**src/rtl/tone_pkg.sv**
```systemverilog
// tone_pkg -- shared definitions for the tone scheduler.
//   state_t            : scheduler states
//   NOTE_REST          : note code meaning "silence"
//   ROM_AW             : song ROM address width
//   NOTE_*/DUR_* bits  : field positions inside a song ROM word {note, dur}
//   NOTE_C4..NOTE_C5   : note indices presented to the tone generator
package tone_pkg;

  localparam int unsigned ROM_AW = 6;

  localparam logic [3:0] NOTE_REST = 4'hF;

  localparam int unsigned NOTE_MSB = 7;
  localparam int unsigned NOTE_LSB = 4;
  localparam int unsigned DUR_MSB  = 3;
  localparam int unsigned DUR_LSB  = 0;

  localparam logic [3:0] NOTE_C4 = 4'd0;
  localparam logic [3:0] NOTE_D4 = 4'd1;
  localparam logic [3:0] NOTE_E4 = 4'd2;
  localparam logic [3:0] NOTE_F4 = 4'd3;
  localparam logic [3:0] NOTE_G4 = 4'd4;
  localparam logic [3:0] NOTE_A4 = 4'd5;
  localparam logic [3:0] NOTE_B4 = 4'd6;
  localparam logic [3:0] NOTE_C5 = 4'd7;

  typedef enum logic [2:0] {
    IDLE,
    MANUAL,
    FETCH,
    LOAD,
    PLAY,
    GAP,
    DONE
  } state_t;

endpackage

```
**src/rtl/tone_scheduler_key_encoder.sv**
```systemverilog
// key_encoder -- combinational 8-to-4 priority encoder for the note keys.
//   sw  [7:0] : debounced keys, sw[7] = C4 ... sw[0] = C5
//   idx [3:0] : index of the lowest-pitch pressed key (sw[7] -> 0, sw[0] -> 7),
//               NOTE_REST when no key is pressed
//   any       : at least one key pressed
module key_encoder
  import tone_pkg::*;
(
  input  logic [7:0] sw,
  output logic [3:0] idx,
  output logic       any
);

  always_comb begin
    idx = NOTE_REST;
    any = |sw;
    // Scan upward so the highest-numbered (lowest-pitch) set bit wins.
    for (int unsigned i = 0; i < 8; i++) begin
      if (sw[i]) idx = 4'(7 - i);
    end
  end

endmodule

```
**src/rtl/tone_scheduler.sv**
```systemverilog
// tone_scheduler -- manual key player and ROM-driven song autoplayer.
//   CLK        : system clock, rising edge
//   RESET      : asynchronous active-low reset
//   tick       : one-cycle beat strobe (duration time base)
//   sw         : debounced keys, sw[7]..sw[0] = C4..C5
//   mode_auto  : 1 = autoplay, 0 = manual
//   start      : one-cycle pulse starting autoplay from IDLE
//   rom_addr   : song ROM address
//   rom_data   : {note, dur}, valid the cycle after rom_addr changes
//   note_idx   : 0..7 = C4..C5, 4'hF = rest
//   note_valid : tone generator enable
//   busy       : high in every state but IDLE
//   song_done  : one-cycle pulse at the end of a song
// Optional build macro KEY_OVERRIDE_EN: keys pressed during PLAY/GAP pause the
// song and play the keys; the song resumes where it was once keys are released.
// Without the macro the keys are ignored during autoplay.
module tone_scheduler
  import tone_pkg::*;
(
  input  logic              CLK,
  input  logic              RESET,
  input  logic              tick,
  input  logic [7:0]        sw,
  input  logic              mode_auto,
  input  logic              start,
  output logic [ROM_AW-1:0] rom_addr,
  input  logic [7:0]        rom_data,
  output logic [3:0]        note_idx,
  output logic              note_valid,
  output logic              busy,
  output logic              song_done
);

  state_t     state;
  logic [3:0] cnt;
  logic [3:0] cur_note;
  logic [3:0] key_idx;
  logic       key_any;
  logic [3:0] rom_note;
  logic [3:0] rom_dur;
  logic       ovr;
  logic       abort;

  key_encoder u_key_encoder (
    .sw  (sw),
    .idx (key_idx),
    .any (key_any)
  );

  assign rom_note = rom_data[NOTE_MSB:NOTE_LSB];
  assign rom_dur  = rom_data[DUR_MSB:DUR_LSB];

`ifdef KEY_OVERRIDE_EN
  assign ovr = key_any;
`else
  assign ovr = 1'b0;
`endif

  // Leaving auto mode cancels a song from any state that is still running it.
  assign abort = !mode_auto &&
                 (state == FETCH || state == LOAD || state == PLAY || state == GAP);

  always_ff @(posedge CLK or negedge RESET) begin
    if (!RESET) begin
      state      <= IDLE;
      rom_addr   <= '0;
      note_idx   <= NOTE_REST;
      note_valid <= 1'b0;
      busy       <= 1'b0;
      song_done  <= 1'b0;
      cnt        <= '0;
      cur_note   <= NOTE_REST;
    end else begin
      song_done <= 1'b0;
      if (abort) begin
        state      <= IDLE;
        rom_addr   <= '0;
        note_idx   <= NOTE_REST;
        note_valid <= 1'b0;
        busy       <= 1'b0;
        cnt        <= '0;
      end else begin
        case (state)
          IDLE: begin
            rom_addr <= '0;
            if (mode_auto) begin
              if (start) begin
                state <= FETCH;
                busy  <= 1'b1;
              end
            end else if (key_any) begin
              state      <= MANUAL;
              busy       <= 1'b1;
              note_idx   <= key_idx;
              note_valid <= 1'b1;
            end
          end
          MANUAL: begin
            if (key_any) begin
              note_idx   <= key_idx;
              note_valid <= 1'b1;
            end else begin
              state      <= IDLE;
              busy       <= 1'b0;
              note_idx   <= NOTE_REST;
              note_valid <= 1'b0;
            end
          end
          FETCH: state <= LOAD;
          LOAD: begin
            if (rom_dur == 4'd0) begin
              state     <= DONE;
              song_done <= 1'b1;
            end else begin
              state      <= PLAY;
              cnt        <= rom_dur;
              cur_note   <= rom_note;
              note_idx   <= rom_note;
              // Codes 8..15 are all silent; only 0..7 drive the generator.
              note_valid <= ~rom_note[3];
            end
          end
          PLAY: begin
            if (ovr) begin
              note_idx   <= key_idx;
              note_valid <= 1'b1;
            end else begin
              // Restores the song note after an override is released.
              note_idx   <= cur_note;
              note_valid <= ~cur_note[3];
              if (tick) begin
                if (cnt == 4'd1) begin
                  state      <= GAP;
                  cnt        <= '0;
                  note_idx   <= NOTE_REST;
                  note_valid <= 1'b0;
                end else begin
                  cnt <= cnt - 4'd1;
                end
              end
            end
          end
          GAP: begin
            if (ovr) begin
              note_idx   <= key_idx;
              note_valid <= 1'b1;
            end else begin
              note_idx   <= NOTE_REST;
              note_valid <= 1'b0;
              if (tick) begin
                if (rom_addr == '1) begin
                  state     <= DONE;
                  song_done <= 1'b1;
                end else begin
                  rom_addr <= rom_addr + ROM_AW'(1);
                  state    <= FETCH;
                end
              end
            end
          end
          DONE: begin
            state      <= IDLE;
            busy       <= 1'b0;
            rom_addr   <= '0;
            note_idx   <= NOTE_REST;
            note_valid <= 1'b0;
          end
          default: begin
            state      <= IDLE;
            busy       <= 1'b0;
            rom_addr   <= '0;
            note_idx   <= NOTE_REST;
            note_valid <= 1'b0;
          end
        endcase
      end
    end
  end

endmodule

```
**config.mk**
```make
export PLATFORM = sky130hd
export DESIGN_NAME = tone_scheduler
export DESIGN_NICKNAME = d
export VERILOG_FILES = /design/src/rtl/tone_pkg.sv /design/src/rtl/tone_scheduler_key_encoder.sv /design/src/rtl/tone_scheduler.sv
export SDC_FILE = /design/constraint.sdc
export NUM_CORES = 1
export LEC_CHECK = 0
export BUFFER_PORTS_ARGS = -buffer_cell sky130_fd_sc_hd__buf_4
export CAP_MARGIN = 10
export CORE_MARGIN = 2
export CORE_UTILIZATION = 55
export DETAILED_ROUTE_END_ITERATION = 10
export GPL_TIMING_DRIVEN = 0
export PLACE_DENSITY_LB_ADDON = 0.3
export SLEW_MARGIN = 20
export SYNTH_ARGS = -nofsm -noshare
export SYNTH_HDL_FRONTEND = slang
export SYNTH_HIERARCHICAL = 1
export SYNTH_SLANG_ARGS = --single-unit
```
**constraint.sdc**
```tcl
create_clock -name CLK -period 2.6 [get_ports CLK]
set_input_delay 0.13 -clock CLK [delete_from_list [all_inputs] [get_ports CLK]]
set_output_delay 0.13 -clock CLK [all_outputs]
set_load 0.005 [all_outputs]
```
# --- Word-level counts from Yosys, hierarchy flattened ---
# Index checks and enable logic that the tools add are counted.
word_totals:
  mem_bits_rw: 0
  romBits: 0
  output_inout_bits: 13
  elab_cells: 105
  latchBits: 0
  ff_bits: 24
  inputBits: 21
  n_memories: 0
op_classes:
  reduce_logical: 17
  bitwise: 4
  div: 0
  eq_ne: 20
  order_cmp: 0
  add_sub_neg: 2
  mux: 54
  multipliers: 0
  shifts: 0
ops:
  columns: ["op", "n"]
  rows:
  - ["two-way mux 4 bit", 19]
  - ["two-way mux 3 bit", 9]
  - ["inequality test 3 bit, second input constant", 7]
  - ["case mux 4 bit (5 select lines)", 1]
  - ["two-way mux 6 bit", 3]
  - ["case mux 3 bit (6 select lines)", 1]
  - ["two-way mux 1 bit", 15]
  - ["case mux 6 bit (2 select lines)", 1]
  - ["AND reduction 3 bit", 3]
  - ["inequality test 4 bit, second input constant", 2]
  - ["case mux 4 bit (2 select lines)", 1]
  - ["AND reduction 4 bit", 2]
  - ["OR reduction 4 bit", 2]
  - ["OR reduction 8 bit", 1]
  - ["adder 6 x 1 -> 6 bit, second input constant", 1]
  - ["== test 3 x 2 -> 1 bit, second input constant", 2]
  - ["== test 3 bit, second input constant", 2]
  - ["== test 6 bit, second input constant", 1]
  - ["AND reduction 6 bit", 1]
  - ["case mux 1 bit (5 select lines)", 1]
  - ["== test 4 x 1 -> 1 bit, second input constant", 1]
  - ["logical NOT 4 bit", 1]
  - ["inequality test 2 x 1 -> 1 bit, second input constant", 2]
  - ["inverter 1 bit", 4]
  - ["other kinds (12)", 14]

# --- Logic depth before layout (Yosys ltp) ---
logic_depth:
  ltp_word: 12
  mapped_depth: 8
  depth_no_buf: 7

# --- Cells and area by module ---
# The synthesis kept the hierarchy.
modules_own_cells:
  columns: ["module", "cells_each", "instances", "seq_area_each_um2", "area_per_inst_um2"]
  rows:
  - ["tone_scheduler", 183, 1, 610.6, 1672.9]
  - ["key_encoder", 12, 1, 0.0, 70.1]

# --- Worst setup path before layout ---
# OpenSTA, ideal clock, no wires.
synth_timing:
  path_kind: "register to register"
  start: "register state[2]"
  end: "register rom_addr[0]"
  required_ns: 2.475
  slack_ns: 0.591
  arrival_ns: 1.884
  path_stages_with_launch: 9
  setup_time_ns: 0.125
  period_less_slack_ns: 2.009
  path_buffers: 2
  cell_sequence: "dfrtp_1 buf_6 inv_1 ha_1 or2_2 buf_2 o211ai_2 o21ai_1 mux2_2"
synth_between:
  elab_chain_len: 7
  word_cells_on_any_way: 16
  classes_between: "eq/ne: 8; mux: 2; reduce/logical: 6"
synth_rtl:
  columns: ["item", "line", "source"]
  rows:
  - ["from (decl)", "tone_scheduler.sv:34", "state_t state;"]
  - ["from (signal assigned)", "tone_scheduler.sv:65", "state <= IDLE;"]
  - ["from (signal assigned)", "tone_scheduler.sv:76", "state <= IDLE;"]
  - ["from (signal assigned)", "tone_scheduler.sv:88", "state <= FETCH;"]
  - ["== test 3 x 2 -> 1 bit", "tone_scheduler.sv:61, tone_scheduler.sv:83", null]
  - ["logical OR 1 bit (3 in a row)", "tone_scheduler.sv:61", "(state == FETCH || state == LOAD || state == PLAY || state == GAP);"]
  - ["logical AND 1 bit", "tone_scheduler.sv:60", "assign abort = !mode_auto &&"]
  - ["inequality test 3 bit (no source line) or inequality test 2 x 1 -> 1 bit (tied branches)", null, null]
  - ["AND reduction 3 bit (no source line)", null, null]
  - ["to (signal assigned)", "tone_scheduler.sv:155", "rom_addr <= rom_addr + ROM_AW'(1);"]
  - ["to (decl)", "tone_scheduler.sv:26", "output logic [ROM_AW-1:0] rom_addr,"]
# Parallel ways exist; a longest one is shown, timed or not.
# A chain may end at the register's enable or synchronous reset.

# --- Final worst setup path ---
# Ends and elaborated chain as after synthesis.

==> flow_summary.toml <==
[outcome]
outcome = "finished clean"

[route]
dr.pass1.iters = 4
vias_per_cell = 6.04
routedWlPerCell_um = 14.8
antenna_left = 0
wirelength_um = 4100
drtIter0Drc = 107
vias = 1668
drc = 0

[cts]
clk_pin_slew_ns = 0.14
clkSinkCount = 24
cts-root-buf = "clkbuf_4"
cts_tree = "built"
clockBufferDepth = 2
insertion_delay_ns = 0.32
cts-htree-levels = 1
post_cts_resized = 0
cts_buffers = 3

[sta]
max_freq_mhz = 441
drv_slew = 0
period_needed_ns = 2.27
rsz0062_at_grt = "false"
fin_crit_sh_pct = 87.3
slew_headroom_pct = 60.9
setup_viol = 0
tns_ns = 0
whs_ns = 0.0464
tightest_slew_ns = 0.586
hold_violations = 0
setup_slack_ns = 0.331
clock-skew-final_ns = 0.00719

[synthesis]
ys_types = 59
synth_xor_area_share_pct = 1.01
synthMuxAreaShare_pct = 5.03
synth_edf_count = 0
synthTopCellsByCount = "16 x dfrtp_1, 14 x o21ai_0, 12 x nand2_1"
synth_nets = 220
yosysWarnings = 6
yosysSeqAreaShare_pct = 35.0
ys.flop_type = "dfrtp_1"
syn_inst = 195
synthAdderAreaFrac_pct = 2.87
syn_area_mm2 = 0.00174
synth_area_per_cell_um2 = 8.94
synth_most_common_cell = "dfrtp_1"
synth_top_family_by_area = "compound AO/OA/AOI/OAI gates"
netlist.area_leader.share_pct = 23.0
synth_seq_cells = 24
synth_top_area_cell = "dfrtp_1"
synth-simple-area-share_pct = 25.3
async_reset_ff_share_pct = 100
synth.area.top_cells = "dfrtp_1 23%, dfstp_2 12%, o21ai_0 4.0%, mux2_2 3.9%, a21oi_1 3.2%"
synth_compound_area_share_pct = 25.5

[placed_design]
place_ws_ns = 0.346
placed_area_mm2 = 0.00204
port_buffers = 32
dp_hpwl_um = 3090
gp_congestion = 0.860
dpl.cell_count = 271

[final_layout]
diodes = 0
syn_to_final_growth_pct = 20.5
finalInstanceArea_mm2 = 0.00210
drive_gt1_share_pct = 30.2
final_util_pct = 69.4
final_cell_count_no_fill = 276
fillers = 267
nets = 258

[die]
die_h_um = 60.3
initial_core_util_pct = 57.6
dieArea_mm2 = 0.00364
coreArea_mm2 = 0.00303
num_io_pins = 34
die_w_um = 60.3
row_count = 20

[power]
p_seq_share_pct = 36.6
clockPowerShare_pct = 16.1
netSwitchingFraction_pct = 37.0
p_switching_mw = 0.630
pwr-share-comb_pct = 47.2
p_int_mw = 1.07
p_leak_nw = 0.902
power_mw = 1.70
power_density_mw_per_mm2 = 810
ir_drop_uv = 430

[global_routing]
antenna_found_initial = 0
grt_first_pass_wirelength_um = 7300
grt_max_degree = 25
grt_pass1_vias = 1590
grt_overflow_total = 0
grt.total_usage_pct = 26.2

[worst_setup_path]
r2r_slack_ns = 0.33
ff2ff_path_depth = 8
end_kind = "flip-flop"
startpoint_type = "flip-flop"
critical_path_class = "flip-flop to flip-flop"
required_ns = 2.82
r2r_start = "state[2]"
cp_max_fo = 10
arrival_ns = 2.48
reg2reg_to = "rom_addr[0]"

[hold_path]
min_from = "rom_data[6]"
min_path_type = "primary input to flip-flop"
whs_path_depth = 2
min_to = "cur_note[2]"

[job]
max_cap_violations = 0
-- flip-flops by register name (all words and copies together) (netlist names) --
signal      flops
busy            1
rom_addr        6
state           3
note_valid      1
note_idx        4
cur_note        4
song_done       1
cnt             4
-- layout by cell type (no fill, tap or decap), types with 7 or more instances in the layout --
| cell | Yosys | layout |
|---|---|---|
| buf_2 | 7 | 7 |
| a31oi_1 | 8 | 8 |
| dfrtp_1 | 16 | 16 |
| dfstp_2 | 8 | 8 |
| o21ai_0 | 14 | 14 |
| nor2_1 | 10 | 10 |
| buf_4 | 0 | 32 |
| nor3_1 | 9 | 9 |
| nand2_1 | 12 | 12 |
| a21oi_1 | 11 | 11 |
| inv_1 | 8 | 8 |
-- critical path, cell delays in order (launching register included) --
cell and delay [ns]:
dfrtp_1 0.41, buf_6 0.14, inv_1 0.15, ha_1 0.34, or2_2 0.32, buf_2 0.20
o211ai_2 0.18, o21ai_1 0.15, mux2_2 0.28
-- power groups by stage --
stage / Clock, mW / Sequential (mW) / Combinational (mW)
2_1_floorplan: 0 / 0.614 / 0.564
3_3_place_gp: 0 / 0.625 / 0.783
3_5_place_dp: 0 / 0.631 / 0.797
4_1_cts: 0.287 / 0.623 / 0.802
5_1_grt: 0.300 / 0.641 / 0.901
6_report: 0.274 / 0.623 / 0.803
-- logic make-up after synthesis --
| logic type | Yosys count |
|---|---|
| flip-flops | 24 |
| adder cells (fa/ha/maj) | 4 |
| AO/OA/AOI/OAI | 65 |
| buffers and inverters | 20 |
| multiplexers | 8 |
| XOR/XNOR | 2 |
| AND/OR/NAND/NOR | 72 |
-- how the worst max path moves through the flow --
stage / start / endpoint / slack [ns] / cells past startpoint
3_3_place_gp: state[2] / rom_addr[0] / 0.37 / 8
5_1_grt: state[2] / rom_addr[0] / 0.18 / 8
3_5_place_dp: state[2] / rom_addr[0] / 0.35 / 8
4_1_cts: state[2] / rom_addr[0] / 0.32 / 8
2_1_floorplan: state[2] / rom_addr[0] / 0.59 / 8
6_report: state[2] / rom_addr[0] / 0.33 / 8
-- routing by layer --
layer  wire, um  GRT usage (%)  vias up
met1       1880           38.4      798
li1           -              -      815
met4         43           6.67        0
met2       1990           41.6       49
met5          0              0        -
met3        186           1.95        6
-- layout make-up --
class	instances	area (um^2)	area share [%]
Buffer	11	57.6	2.74
Clock inverter	1	30.0	1.43
Tap cell	44	55.1	2.62
Clock buffer	3	22.5	1.07
Timing Repair Buffer	33	250	11.9
Multi-Input combinational cell	151	1040	49.6
Inverter	9	33.8	1.61
Sequential cell	24	611	29.1
-- what timing repair did --
| action | in CTS | in global routing |
|---|---|---|
| hold buffers | 1 | 0 |
| setup buffers | 0 | 0 |
| hold endpoints to repair | 24 | 0 |
Note: power is estimated with default switching activity, not from simulation.
